## config.mk

```make
export PLATFORM = sky130hd
export DESIGN_NAME = tlm_get_responder_flat
export DESIGN_NICKNAME = d
export VERILOG_FILES = /design/src/rtl/tlm_get_responder_if.sv /design/src/rtl/tlm_get_responder.sv /design/src/flat_wrapper.sv
export SDC_FILE = /design/constraint.sdc
export NUM_CORES = 1
export LEC_CHECK = 0
export ABC_AREA = 1
export CELL_PAD_IN_SITES_DETAIL_PLACEMENT = 1
export CELL_PAD_IN_SITES_GLOBAL_PLACEMENT = 2
export CORE_MARGIN = 2
export CORE_UTILIZATION = 41
export CTS_BUF_LIST = sky130_fd_sc_hd__clkbuf_8
export CTS_CLUSTER_DIAMETER = 80
export DETAILED_ROUTE_END_ITERATION = 12
export PLACE_DENSITY = 0.81
export SETUP_SLACK_MARGIN = 0.3
export SYNTH_ARGS = -nofsm -noshare
export SYNTH_HDL_FRONTEND = slang
export SYNTH_SLANG_ARGS = --single-unit
```

## constraint.sdc

```tcl
create_clock -name clk -period 1.64 [get_ports clk]
set_input_delay 0.492 -clock clk [delete_from_list [all_inputs] [get_ports clk]]
set_output_delay 0.492 -clock clk [all_outputs]
set_load 0.03 [all_outputs]
```

## src/rtl/tlm_get_responder_if.sv

```systemverilog
// Handshake bundle for tlm_get_responder: put channel, blocking/non-blocking get, status.
// Peek signals exist only when TLM_GET_RESPONDER_PEEK_EN is defined.
interface tlm_get_responder_if #(
  parameter int DATA_W = 32,
  parameter int DEPTH  = 8
);
  localparam int CW = $clog2(DEPTH) + 1;

  logic              put_valid;
  logic [DATA_W-1:0] put_data;
  logic              put_ready;
  logic              get_req;
  logic              get_ack;
  logic              try_get;
  logic              try_done;
  logic              try_ok;
  logic [DATA_W-1:0] get_data;
  logic              can_get;
  logic [CW-1:0]     count;
`ifdef TLM_GET_RESPONDER_PEEK_EN
  logic              peek_req;
  logic              peek_done;
  logic              peek_ok;

  modport master (
    output put_valid, put_data, get_req, try_get, peek_req,
    input  put_ready, get_ack, try_done, try_ok, get_data, can_get, count,
           peek_done, peek_ok
  );
  modport slave (
    input  put_valid, put_data, get_req, try_get, peek_req,
    output put_ready, get_ack, try_done, try_ok, get_data, can_get, count,
           peek_done, peek_ok
  );
`else
  modport master (
    output put_valid, put_data, get_req, try_get,
    input  put_ready, get_ack, try_done, try_ok, get_data, can_get, count
  );
  modport slave (
    input  put_valid, put_data, get_req, try_get,
    output put_ready, get_ack, try_done, try_ok, get_data, can_get, count
  );
`endif
endinterface

```

## src/rtl/tlm_get_responder.sv

```systemverilog
// In-order FIFO answering blocking gets (IDLE/WAIT/ACK FSM) and single-cycle try_gets.
// Optional non-destructive peek: define TLM_GET_RESPONDER_PEEK_EN.
module tlm_get_responder #(
  parameter int DATA_W = 32,
  parameter int DEPTH  = 8
) (
  input  logic               clk,
  input  logic               rst_n,
  tlm_get_responder_if.slave bus
);
  localparam int AW = $clog2(DEPTH);
  localparam int CW = $clog2(DEPTH) + 1;

  typedef enum logic [1:0] {IDLE, WAIT, ACK} state_t;

  // Async assert, release synchronised to clk.
  logic [1:0] rst_sync;
  logic       rst_i;

  always_ff @(posedge clk or negedge rst_n) begin
    if (!rst_n) rst_sync <= '0;
    else        rst_sync <= {rst_sync[0], 1'b1};
  end
  assign rst_i = rst_sync[1];

  logic [DATA_W-1:0] mem [DEPTH];
  logic [AW-1:0]     wr_ptr, rd_ptr;
  logic [CW-1:0]     cnt;
  logic [DATA_W-1:0] get_data_q;
  logic              try_done_q, try_ok_q;
  logic              nonempty, push, pop;
  logic              try_done_nx, try_ok_nx;
  state_t            state, state_nx;

  assign nonempty = (cnt != '0);
  assign push     = bus.put_valid && (cnt != CW'(DEPTH));

`ifdef TLM_GET_RESPONDER_PEEK_EN
  logic peek_done_q, peek_ok_q, peek_ok_nx, peek_rd;
`endif

  always_comb begin
    state_nx    = state;
    pop         = 1'b0;
    try_done_nx = bus.try_get;
    try_ok_nx   = 1'b0;
`ifdef TLM_GET_RESPONDER_PEEK_EN
    peek_ok_nx  = 1'b0;
    peek_rd     = 1'b0;
`endif
    unique case (state)
      IDLE: begin
        if (bus.get_req) begin
          if (nonempty) begin
            pop      = 1'b1;
            state_nx = ACK;
          end else begin
            state_nx = WAIT;
          end
        end else if (bus.try_get) begin
          try_ok_nx = nonempty;
          pop       = nonempty;
        end
`ifdef TLM_GET_RESPONDER_PEEK_EN
        else if (bus.peek_req) begin
          peek_ok_nx = nonempty;
          peek_rd    = nonempty;
        end
`endif
      end
      // A committed get ignores get_req until it completes.
      WAIT: begin
        if (nonempty) begin
          pop      = 1'b1;
          state_nx = ACK;
        end
      end
      ACK:     state_nx = IDLE;
      default: state_nx = IDLE;
    endcase
  end

  always_ff @(posedge clk or negedge rst_i) begin
    if (!rst_i) state <= IDLE;
    else        state <= state_nx;
  end

  always_ff @(posedge clk) begin
    if (push) mem[wr_ptr] <= bus.put_data;
  end

  always_ff @(posedge clk or negedge rst_i) begin
    if (!rst_i) begin
      wr_ptr     <= '0;
      rd_ptr     <= '0;
      cnt        <= '0;
      get_data_q <= '0;
      try_done_q <= 1'b0;
      try_ok_q   <= 1'b0;
    end else begin
      if (push) wr_ptr <= wr_ptr + AW'(1);
      if (pop)  rd_ptr <= rd_ptr + AW'(1);
      cnt        <= cnt + CW'(push) - CW'(pop);
      try_done_q <= try_done_nx;
      try_ok_q   <= try_ok_nx;
`ifdef TLM_GET_RESPONDER_PEEK_EN
      if (pop || peek_rd) get_data_q <= mem[rd_ptr];
`else
      if (pop) get_data_q <= mem[rd_ptr];
`endif
    end
  end

`ifdef TLM_GET_RESPONDER_PEEK_EN
  always_ff @(posedge clk or negedge rst_i) begin
    if (!rst_i) begin
      peek_done_q <= 1'b0;
      peek_ok_q   <= 1'b0;
    end else begin
      peek_done_q <= bus.peek_req;
      peek_ok_q   <= peek_ok_nx;
    end
  end
  assign bus.peek_done = peek_done_q;
  assign bus.peek_ok   = peek_ok_q;
`endif

  assign bus.put_ready = (cnt != CW'(DEPTH));
  assign bus.get_ack   = (state == ACK);
  assign bus.try_done  = try_done_q;
  assign bus.try_ok    = try_ok_q;
  assign bus.get_data  = get_data_q;
  assign bus.can_get   = nonempty;
  assign bus.count     = cnt;

endmodule
```

## src/flat_wrapper.sv

```systemverilog
// flat-port wrapper written by rule: the top's interface ports become plain ports
module tlm_get_responder_flat 
#(
  parameter int DATA_W = 32,
  parameter int DEPTH  = 8
)
  (clk, rst_n, bus_put_valid, bus_put_data, bus_get_req, bus_try_get, bus_put_ready, bus_get_ack, bus_try_done, bus_try_ok, bus_get_data, bus_can_get, bus_count);
  tlm_get_responder_if #(.DATA_W(DATA_W), .DEPTH(DEPTH)) bus_i ();
  input  logic clk;
  input  logic rst_n;
  input wire logic [$bits(bus_i.put_valid)-1:0] bus_put_valid;
  input wire logic [$bits(bus_i.put_data)-1:0] bus_put_data;
  input wire logic [$bits(bus_i.get_req)-1:0] bus_get_req;
  input wire logic [$bits(bus_i.try_get)-1:0] bus_try_get;
  output wire logic [$bits(bus_i.put_ready)-1:0] bus_put_ready;
  output wire logic [$bits(bus_i.get_ack)-1:0] bus_get_ack;
  output wire logic [$bits(bus_i.try_done)-1:0] bus_try_done;
  output wire logic [$bits(bus_i.try_ok)-1:0] bus_try_ok;
  output wire logic [$bits(bus_i.get_data)-1:0] bus_get_data;
  output wire logic [$bits(bus_i.can_get)-1:0] bus_can_get;
  output wire logic [$bits(bus_i.count)-1:0] bus_count;
  assign bus_i.put_valid = bus_put_valid;
  assign bus_i.put_data = bus_put_data;
  assign bus_i.get_req = bus_get_req;
  assign bus_i.try_get = bus_try_get;
  assign bus_put_ready = bus_i.put_ready;
  assign bus_get_ack = bus_i.get_ack;
  assign bus_try_done = bus_i.try_done;
  assign bus_try_ok = bus_i.try_ok;
  assign bus_get_data = bus_i.get_data;
  assign bus_can_get = bus_i.can_get;
  assign bus_count = bus_i.count;
  tlm_get_responder #(.DATA_W(DATA_W), .DEPTH(DEPTH)) u_core (.clk(clk), .rst_n(rst_n), .bus(bus_i));
endmodule
```

# After elaboration in Yosys (flattened, before gate mapping)
# Memories as Yosys holds them, arrays and structs flattened. A register that Yosys moved wholly into a read port is not among the register bits.
# Cells that the tools add are included.
[totals] reg_bits=16 mem_bits_rw=256 inputBits=37 word_cells=34 n_memories=1
[classes] addsub=4 eq_ne=5 mux=12 reduce_logical=5
[mem_list] memory="u_core.mem" words=8 word_bits=32 rd=1 rd_clocked_by_memory_dff=1 write_ports=1 line="tlm_get_responder.sv:26" text="logic [DATA_W-1:0] mem [DEPTH];"
[op_table] operator="$mux 1" count=7
[op_table] operator="$add 3x1->3 const B" count=2
[op_table] operator="$mux 2" count=3
[op_table] operator="$add 4x1->4" count=1
[op_table] operator="$ne 2x2->1 const B" count=2
[op_table] operator="$ne 4x4->1 const B" count=1
[op_table] operator="$pmux 2 s2" count=1
[op_table] operator="$reduce_bool 4->1" count=1
[op_table] operator="$sub 4x1->4" count=1
[op_table] operator="$eq 2x1->1 const B" count=1
[op_table] operator="$eq 2x2->1 const B" count=1
[op_table] operator="$logic_not 2->1" count=1
[op_table] operator="$pmux 1 s2" count=1
[op_table] operator="$reduce_and 2->1" count=1
[op_table] operator="$logic_and 1x1->1" count=1
[op_table] operator="$logic_not 1->1" count=1

# Depth between registers and ports, before layout
# Gate-level depths: netlist of the first run.
[logic_depth] word_depth=5 depth_mapped=12 depth_no_buf=11

# Worst setup path after synthesis of the first run
# OpenSTA, ideal clock, no wires.
[synth_timing] path_kind="reg-to-reg" startpoint="register u_core.cnt[2], in the netlist u_core.bus.count[2]" endpoint="memory u_core.mem[0][0], enable pin" setup_ns=0.421 arrival_time_ns=2.904 required_time_ns=1.219 slack_ns=-1.685 stages_incl_launch_ff=7 synth_period_minus_slack_ns=3.325 path_cell_list="dfrtp_1 > inv_1 > ha_1 > nand3_1 > nand2_1 > or2_2 > nor2_1"
[synth_between] elab_chain_cells=4
[synth_rtl] element="start, declared" line="tlm_get_responder.sv:28" text="logic [CW-1:0] cnt;"
[synth_rtl] element="start signal, assigned" line="tlm_get_responder.sv:103" text="cnt <= cnt + CW'(push) - CW'(pop);"
[synth_rtl] element="$ne 4x4->1"
[synth_rtl] element="named net bus_put_ready" line="flat_wrapper.sv:15" text="output wire logic [$bits(bus_i.put_ready)-1:0] bus_put_ready;"
[synth_rtl] element="$logic_and 1x1->1" line="tlm_get_responder.sv:36" text="assign push = bus.put_valid && (cnt != CW'(DEPTH));"
[synth_rtl] element="$mux 1" line="tlm_get_responder.sv:89" text="if (push) mem[wr_ptr] <= bus.put_data;"
[synth_rtl] element="$mux 1 (implied by the code)" line="tlm_get_responder.sv:89"
[synth_rtl] element="end, declared" line="tlm_get_responder.sv:26"
# The timed path passes the listed nets, and every way through them passes these cells.

# Worst setup path in the final report of the first run
[layout_timing] startpoint="register u_core.cnt[3], in the netlist u_core.bus.count[3]" endpoint="memory u_core.mem[0][19], enable pin"
[layout_between] elab_chain_cells=4
[layout_rtl] element="$ne 4x4->1" line="tlm_get_responder.sv:36"
[layout_rtl] element="$logic_and 1x1->1" line="tlm_get_responder.sv:36"
[layout_rtl] element="$mux 1" line="tlm_get_responder.sv:89"
[layout_rtl] element="$mux 1 (implied by the code)" line="tlm_get_responder.sv:89"
# Every way passes these cells.

==> metrics.txt, run 1 <==
hpwl dp 19600 um; CTS buffer count 51; unrepaired setup endpoints after global routing true; vias in the first global route 10300; met3 wire len 2670 um; HP Class input pin to asynchronous set/reset pin; Worst-path clk slew 0.06 ns; Critical Path End Type flip-flop; Synth Area in Compound Gates 0.118%; Clock Skew 0.0369 ns; DR WL/cell 23.7 um; Antenna Cells 0; Reg2Reg Launch Point u_core.bus.count[3]; Setup Total Neg Slack -117.94 ns; IO buf count 77; Leak 8.01 nW; I/O pin total 78; critical path class flip-flop to flip-flop; mux cell area share after synthesis 0%; Gate Count Post-Synth 1196; Initial Util 41.6%; DR top layer met4; initial antenna violation count 0; final worst setup slack -0.559 ns; failing checks setup timing; WL met2 22300 um; CTS max path bufs 3; period utilization 134%; DRT iter0 DRCs 786; drt total wl 44800 um; part of the power in the clock network 20.0%; VDD IR max 1080 uV; Synth cell types 25; number of H-tree levels 2; internal reg-to-reg setup slack -0.56 ns; yosys warns 0; Synth Net Count 1242; reg2reg end u_core.mem[0][19]; xor/xnor cell area share of the yosys netlist 0.276%; Synth Area in Simple Gates 20.2%; Gate power share 47.9%; DR vias 9907; switching part of the total 39.7%; WL met1 17500 um; fmax 455 MHz; Seq cells post-synth 304; pin count of the biggest net entering global routing 77; Critical Path AT 2.48 ns; status finished, violations left; setup violators final 312; post-synthesis average cell area 10.6 um2; pre-CTS WS -0.727 ns; grt total ovfl 0; Max-cap violations 0; min Tclk post-route 2.20 ns; Power Density 1870 mW/mm2; global-route wire length before repair 62400 um; height of the chip 180 um; crit start category flip-flop; Final nets 1499; Root Driver clkbuf_8; crit-path max FO 5; sequential cell area fraction in the yosys report 70.0%; Die Wd 180 um; worst reg2reg path depth 10; Seq pwr share 32.1%; Slew Viols, Final 0; Synth Cell Area 0.0127 mm2; Area growth syn-to-layout 42.6%; largest family of logic cells by synthesized area simple AND/OR/NAND/NOR gates; post-DR vias/cell 5.24; DRC Markers 0; full die area 0.0324 mm2; Worst-Skew Late Latency 0.59 ns; Post-DRT Antenna Nets 0; CP Data Required Time 1.92 ns; Std-Cell Core Area 0.0305 mm2; layout cell share with drive strength beyond 1 27.9%; CTS tree built; adder-cell share of the synthesized area 0.946%; fill cell count 3116; total track usage 25.4%; Fin. Hold Viols 0; cell row count 64; # clock sinks 304; Cell Int Power 20.4 mW; DR pass1 iterations 5; Placer Congestion 0.763; switching power 13.5 mW
-- how the worst max path moves through the flow --
stage / endpoint / depth (start not counted) / start / slack [ns]
after floorplan: u_core.bus.count[2] / 11 / u_core.bus.count[2] / -0.52
after detailed placement: u_core.rd_ptr[2] / 9 / bus_try_get / -0.73
after global placement: u_core.rd_ptr[2] / 9 / bus_try_get / -0.66
after CTS: bus_can_get / 5 / u_core.bus.count[3] / -0.45
after global routing: u_core.mem[0][9] / 10 / u_core.bus.count[3] / -0.60
final: u_core.mem[0][19] / 10 / u_core.bus.count[3] / -0.56
-- synthesized netlist by cell type (all sizes together) --
cell	count	area, um2
nor3b	1	7.51
fa	1	20.0
o21ai	2	10.0
edfxtp	256	7690
nand3	196	986
or2	2	12.5
nand2	400	1500
xor2	3	26.3
conb	1	3.75
clkbuf	6	22.5
ha	8	100
a21oi	1	5.00
nor2	11	43.8
xnor2	1	8.76
dfrtp	48	1200
inv	207	777
nor3	2	10.0
buf	50	265
-- cell families (layout without fill, tap and decap cells) --
group                    Yosys count  after routing
XOR/XNOR                           4              4
buffers and inverters            263            563
AND/OR/NAND/NOR                  612            612
AO/OA/AOI/OAI                      3              3
adder cells (fa/ha/maj)            9              9
other                              1              1
flip-flops                       304            304
-- flip-flops by register name, summed over array words and instances (netlist names) --
signal	cells
u_core.mem	256
u_core.state	2
u_core.rd_ptr	3
u_core.rst_sync	2
u_core.bus.count	4
u_core.wr_ptr	3
u_core.bus.try_ok	1
u_core.bus.get_data	32
u_core.bus.try_done	1
-- power groups by stage --
| stage | clock, mW | sequential, mW | combinational, mW |
|---|---|---|---|
| floorplan | 0 | 11.5 | 5.80 |
| CTS | 6.69 | 10.7 | 13.5 |
| global placement | 0 | 10.7 | 10.8 |
| finish | 6.77 | 10.9 | 16.2 |
| detailed placement | 0 | 10.8 | 11.1 |
| global route | 7.16 | 11.0 | 17.3 |
-- metal layers --
| layer | track usage (%) | up-vias |
|---|---|---|
| met1 | 31.9 | 5003 |
| met3 | 3.91 | 130 |
| met4 | 10.6 | 0 |
| met5 | 0 | - |
| li1 | - | 4378 |
| met2 | 43.8 | 396 |
-- through the flow --
stage	util, %	hold slack (ns)	total power, mW	cells	cell area (um2)
after floorplan	-	0.196	17.3	1196	12900
after global placement	47.9	0.277	21.5	1671	14600
after detailed placement	47.9	0.276	21.9	1671	14600
after CTS	56.2	0.0606	31.0	1845	17200
after global routing	59.3	0.0857	35.4	1892	18100
final	59.3	0.0852	33.9	1892	18100
-- worst max-delay path: stages (launching register included) --
cell,delay (ns)
dfrtp_2,0.44
ha_4,0.19
nand3_4,0.06
buf_6,0.12
nand2_8,0.06
or2_4,0.30
buf_6,0.14
nor2_4,0.18
buf_12,0.16
buf_12,0.11
buf_12,0.12
-- placed cells by master, fill, tap and decap left out, drive strengths merged, types with 2 or more instances in the layout --
cell,synthesis,layout
buf,50,218
or2,2,2
nor2,11,11
ha,8,8
nand2,400,400
edfxtp,256,256
inv,207,227
clkbuf,6,70
o21ai,2,2
clkinvlp,0,2
clkdlybuf4s50,0,36
clkinv,0,10
nor3,2,2
xor2,3,3
dfrtp,48,48
nand3,196,196
-- final cells by class --
class | count | area (um2) | share of cell area, %
Clock buffer | 64 | 881 | 4.87
Clock inverter | 32 | 135 | 0.747
Inverter | 207 | 792 | 4.38
Multi-Input combinational cell | 629 | 3310 | 18.3
Sequential cell | 304 | 8910 | 49.3
Tap cell | 396 | 495 | 2.74
Timing Repair Buffer | 260 | 3560 | 19.7
-- what timing repair did --
action	in CTS	in global routing
endpoints found under the setup margin	338	341
buffers inserted	56	41
gates cloned	22	6
hold buffers	0	0
gates resized for setup	338	134
pin swaps	11	37
No activity file was read; power rests on OpenSTA's default activity.
==> inputs of run 2 (changes only) <==
Settings changed: ABC_AREA 1 to unset, CORE_MARGIN 2 to 8, CORE_UTILIZATION 41 to 49, SKIP_LAST_GASP set to 1.
==> run 2 against run 1 <==
The run still ends with setup timing left; sequential power about the same; total power down 4.0%; non-clock buffer count rose by 1; worst hold slack got worse by 0.0014 ns; utilization rose by 12 points.
==> metrics.txt, run 2 <==
total track usage 24.4% (-0.95 points); Power Density 1950 mW/mm2 (+3.9%); post-synthesis average cell area 23.2 um2 (+120%); hpwl dp 15900 um (-19%); crit start category flip-flop; Critical Path End Type flip-flop; most frequent cell after synthesis edfxtp_1; Post-Layout Cell Count 1155 (-39%); Initial Util 50.0% (+8.4 points); cell row count 56 (-13%); top post-synthesis cells by area edfxtp_1, dfrtp_1, mux4_1; most common cell after layout, fill and taps aside edfxtp_1; Setup Total Neg Slack -182.76 ns (-64.82 ns); Buf/Inv on CP 8 (+3); Synth Net Count 554 (-55%); Root Driver clkbuf_8; Worst-Skew Late Latency 0.57 ns (-0.02 ns); grt total ovfl 0 (unchanged); Fin. Hold Viols 0 (unchanged); unrepaired setup endpoints after global routing true; full die area 0.0292 mm2 (-9.7%); max_slew headroom 63.5%; failing checks setup timing; Slew Viols, Final 0 (unchanged); initial antenna violation count 0 (unchanged); Post-DRT Antenna Nets 0 (unchanged); Most flops, register u_core.mem; global-route wire length before repair 51200 um (-18%); vias in the first global route 7223 (-30%); critical path class flip-flop to flip-flop; fmax 424 MHz (-6.8%); Seq cells post-synth 304 (unchanged); Pwr Total 32.5 mW (-4.0%); top cells by count, synth edfxtp_1, dfrtp_1, mux2_2, mux4_2, mux4_1; crit-path max FO 6 (+1); post-synth top area cell edfxtp_1; DRC Markers 0 (unchanged); reg2reg end u_core.mem[7][27]; Placer Congestion 0.698 (-8.5%); Worst-path clk slew 0.08 ns (+0.02 ns); I/O pin total 78 (unchanged); Die Wd 171 um (-5.0%); sequential cell area fraction in the yosys report 75.5% (+5.5 points); final worst setup slack -0.719 ns (-0.160 ns); Post-synth EDFFs 256 (unchanged); fill cell count 1846 (-41%); Max-cap violations 0 (unchanged); drt total wl 37400 um (-17%); slew of the pin with the lowest slew margin 0.548 ns; Critical Path AT 2.67 ns (+0.19 ns); largest stage delay on the critical path 0.43 ns (about the same); VDD IR max 1060 uV (-1.5%); worst path cell trace inv_4, ha_4, or3b_4, buf_6, buf_12, buf_6, nand3_4, buf_6, nor2_4, buf_12, buf_8, buf_12; pre-CTS WS -0.892 ns (-0.165 ns); Hold WS 0.0839 ns (-0.00135 ns); post-DR vias/cell 5.79 (+10%); Area growth syn-to-layout 42.0%; post-synth top area share 65.3% (+4.7 points); # clock sinks 304 (unchanged); DR vias 6682 (-33%); min Tclk post-route 2.36 ns (+0.160 ns); Reg2Reg Launch Point u_core.bus.count[2]; CP Data Required Time 1.95 ns (+0.03 ns); CP delay by family, top buffers and inverters; Antenna Cells 0 (unchanged); number of H-tree levels 2 (unchanged); Leak 6.28 nW (-22%); CTS buffer count 48 (-5.9%); Clock Skew 0.0272 ns (-0.00976 ns); pin count of the biggest net entering global routing 35 (-55%); CTS max path bufs 3 (unchanged); DR WL/cell 32.4 um (+37%); yosys warns 0 (unchanged); height of the chip 171 um (-5.0%); flip-flop count of the largest register after layout 256 (unchanged); dpl cells 942 (-44%); IO buf count 77 (unchanged); internal reg-to-reg setup slack -0.72 ns (-0.16 ns); worst reg2reg path depth 12 (+2); Synth Cell Area 0.0118 mm2 (-7.2%); hold-fix buffers at CTS 0 (unchanged); DR pass1 iterations 5 (unchanged); layout cell share with drive strength beyond 1 53.7% (+26 points); setup violators final 308 (-1.3%); most frequent cells in the layout edfxtp_1, buf_6, buf_4; slowest CP cell dfrtp_2; Gate Count Post-Synth 508 (-58%); DRT iter0 DRCs 553 (-30%); Synth cell types 33 (+32%); period utilization 144% (+9.7 points); Final nets 843 (-44%); CTS tree built; prevailing post-synth register cell edfxtp_1; asr flop ratio synth 15.8% (unchanged); status finished, violations left; Std-Cell Core Area 0.0235 mm2 (-23%); HP Class input pin to asynchronous set/reset pin
## run 2: what timing repair did
item                                    4_1_cts  5_1_grt
buffers inserted                             74       26
endpoints found under the setup margin      340      342
resized for setup                           404       33
gates cloned                                 19        5
pin swaps                                     8       11
## run 2: cell families (layout without fill, tap and decap cells)
family | Yosys count | after routing | share of synthesized area [%]
flip-flops | 304 | 304 | 75.5
multiplexers | 130 | 130 | 20.1
buffers and inverters | 30 | 358 | 1.61
AND/OR/NAND/NOR | 26 | 26 | 1.22
adder cells (fa/ha/maj) | 9 | 9 | 1.02
XOR/XNOR | 6 | 6 | 0.446
AO/OA/AOI/OAI | 2 | 2 | 0.106
other | 1 | 1 | 0.0319
## run 2: layout make-up
cell class / count / area (um2) / area share, %
Clock buffer: 53 / 729 / 4.36
Tap cell: 319 / 399 / 2.39
Multi-Input combinational cell: 174 / 2980 / 17.8
Timing Repair Buffer: 261 / 3460 / 20.7
Sequential cell: 304 / 8900 / 53.3
Inverter: 8 / 35.0 / 0.210
Clock inverter: 36 / 203 / 1.21
## run 2: report_power, final
part | total, mW | internal [mW] | switching (mW)
Clock | 6.47 | 3.30 | 3.17
Combinational | 15.1 | 8.54 | 6.52
Sequential | 11.0 | 10.0 | 0.954
Total | 32.5 | 21.9 | 10.6
## run 2: per-stage QoR
step           util (%)  cell area, um2
2_1_floorplan         -           11900
3_3_place_gp       58.0           13600
3_5_place_dp       58.0           13600
4_1_cts            69.0           16300
5_1_grt            71.0           16700
6_report           71.0           16700
## run 2: worst max path at each step
stage,start,end,depth (start not counted)
finish,u_core.bus.count[2],u_core.mem[7][27],12
global route,u_core.bus.count[3],u_core.mem[5][27],12
CTS,u_core.bus.count[2],bus_put_ready,5
detailed placement,bus_try_get,u_core.bus.count[2],9
global placement,bus_try_get,u_core.bus.count[2],9
floorplan,u_core.bus.count[2],u_core.mem[0][0],6
## run 2: routing by layer
| layer | global-route usage [%] | vias to the layer above | part of all wire (%) |
|---|---|---|---|
| met2 | 43.3 | 289 | 53 |
| met3 | 4.26 | 69 | 5.5 |
| li1 | - | 2689 | - |
| met5 | 0 | - | 0 |
| met4 | 6.62 | 0 | 2.6 |
| met1 | 30.5 | 3635 | 39 |
## run 2: worst reg2reg max path, stage by stage (launching register included)
cell and delay, ns:
dfrtp_2 0.43, inv_4 0.08, ha_4 0.12, or3b_4 0.39, buf_6 0.14, buf_12 0.12, buf_6 0.11, nand3_4 0.10
buf_6 0.16, nor2_4 0.06, buf_12 0.15, buf_8 0.13, buf_12 0.14
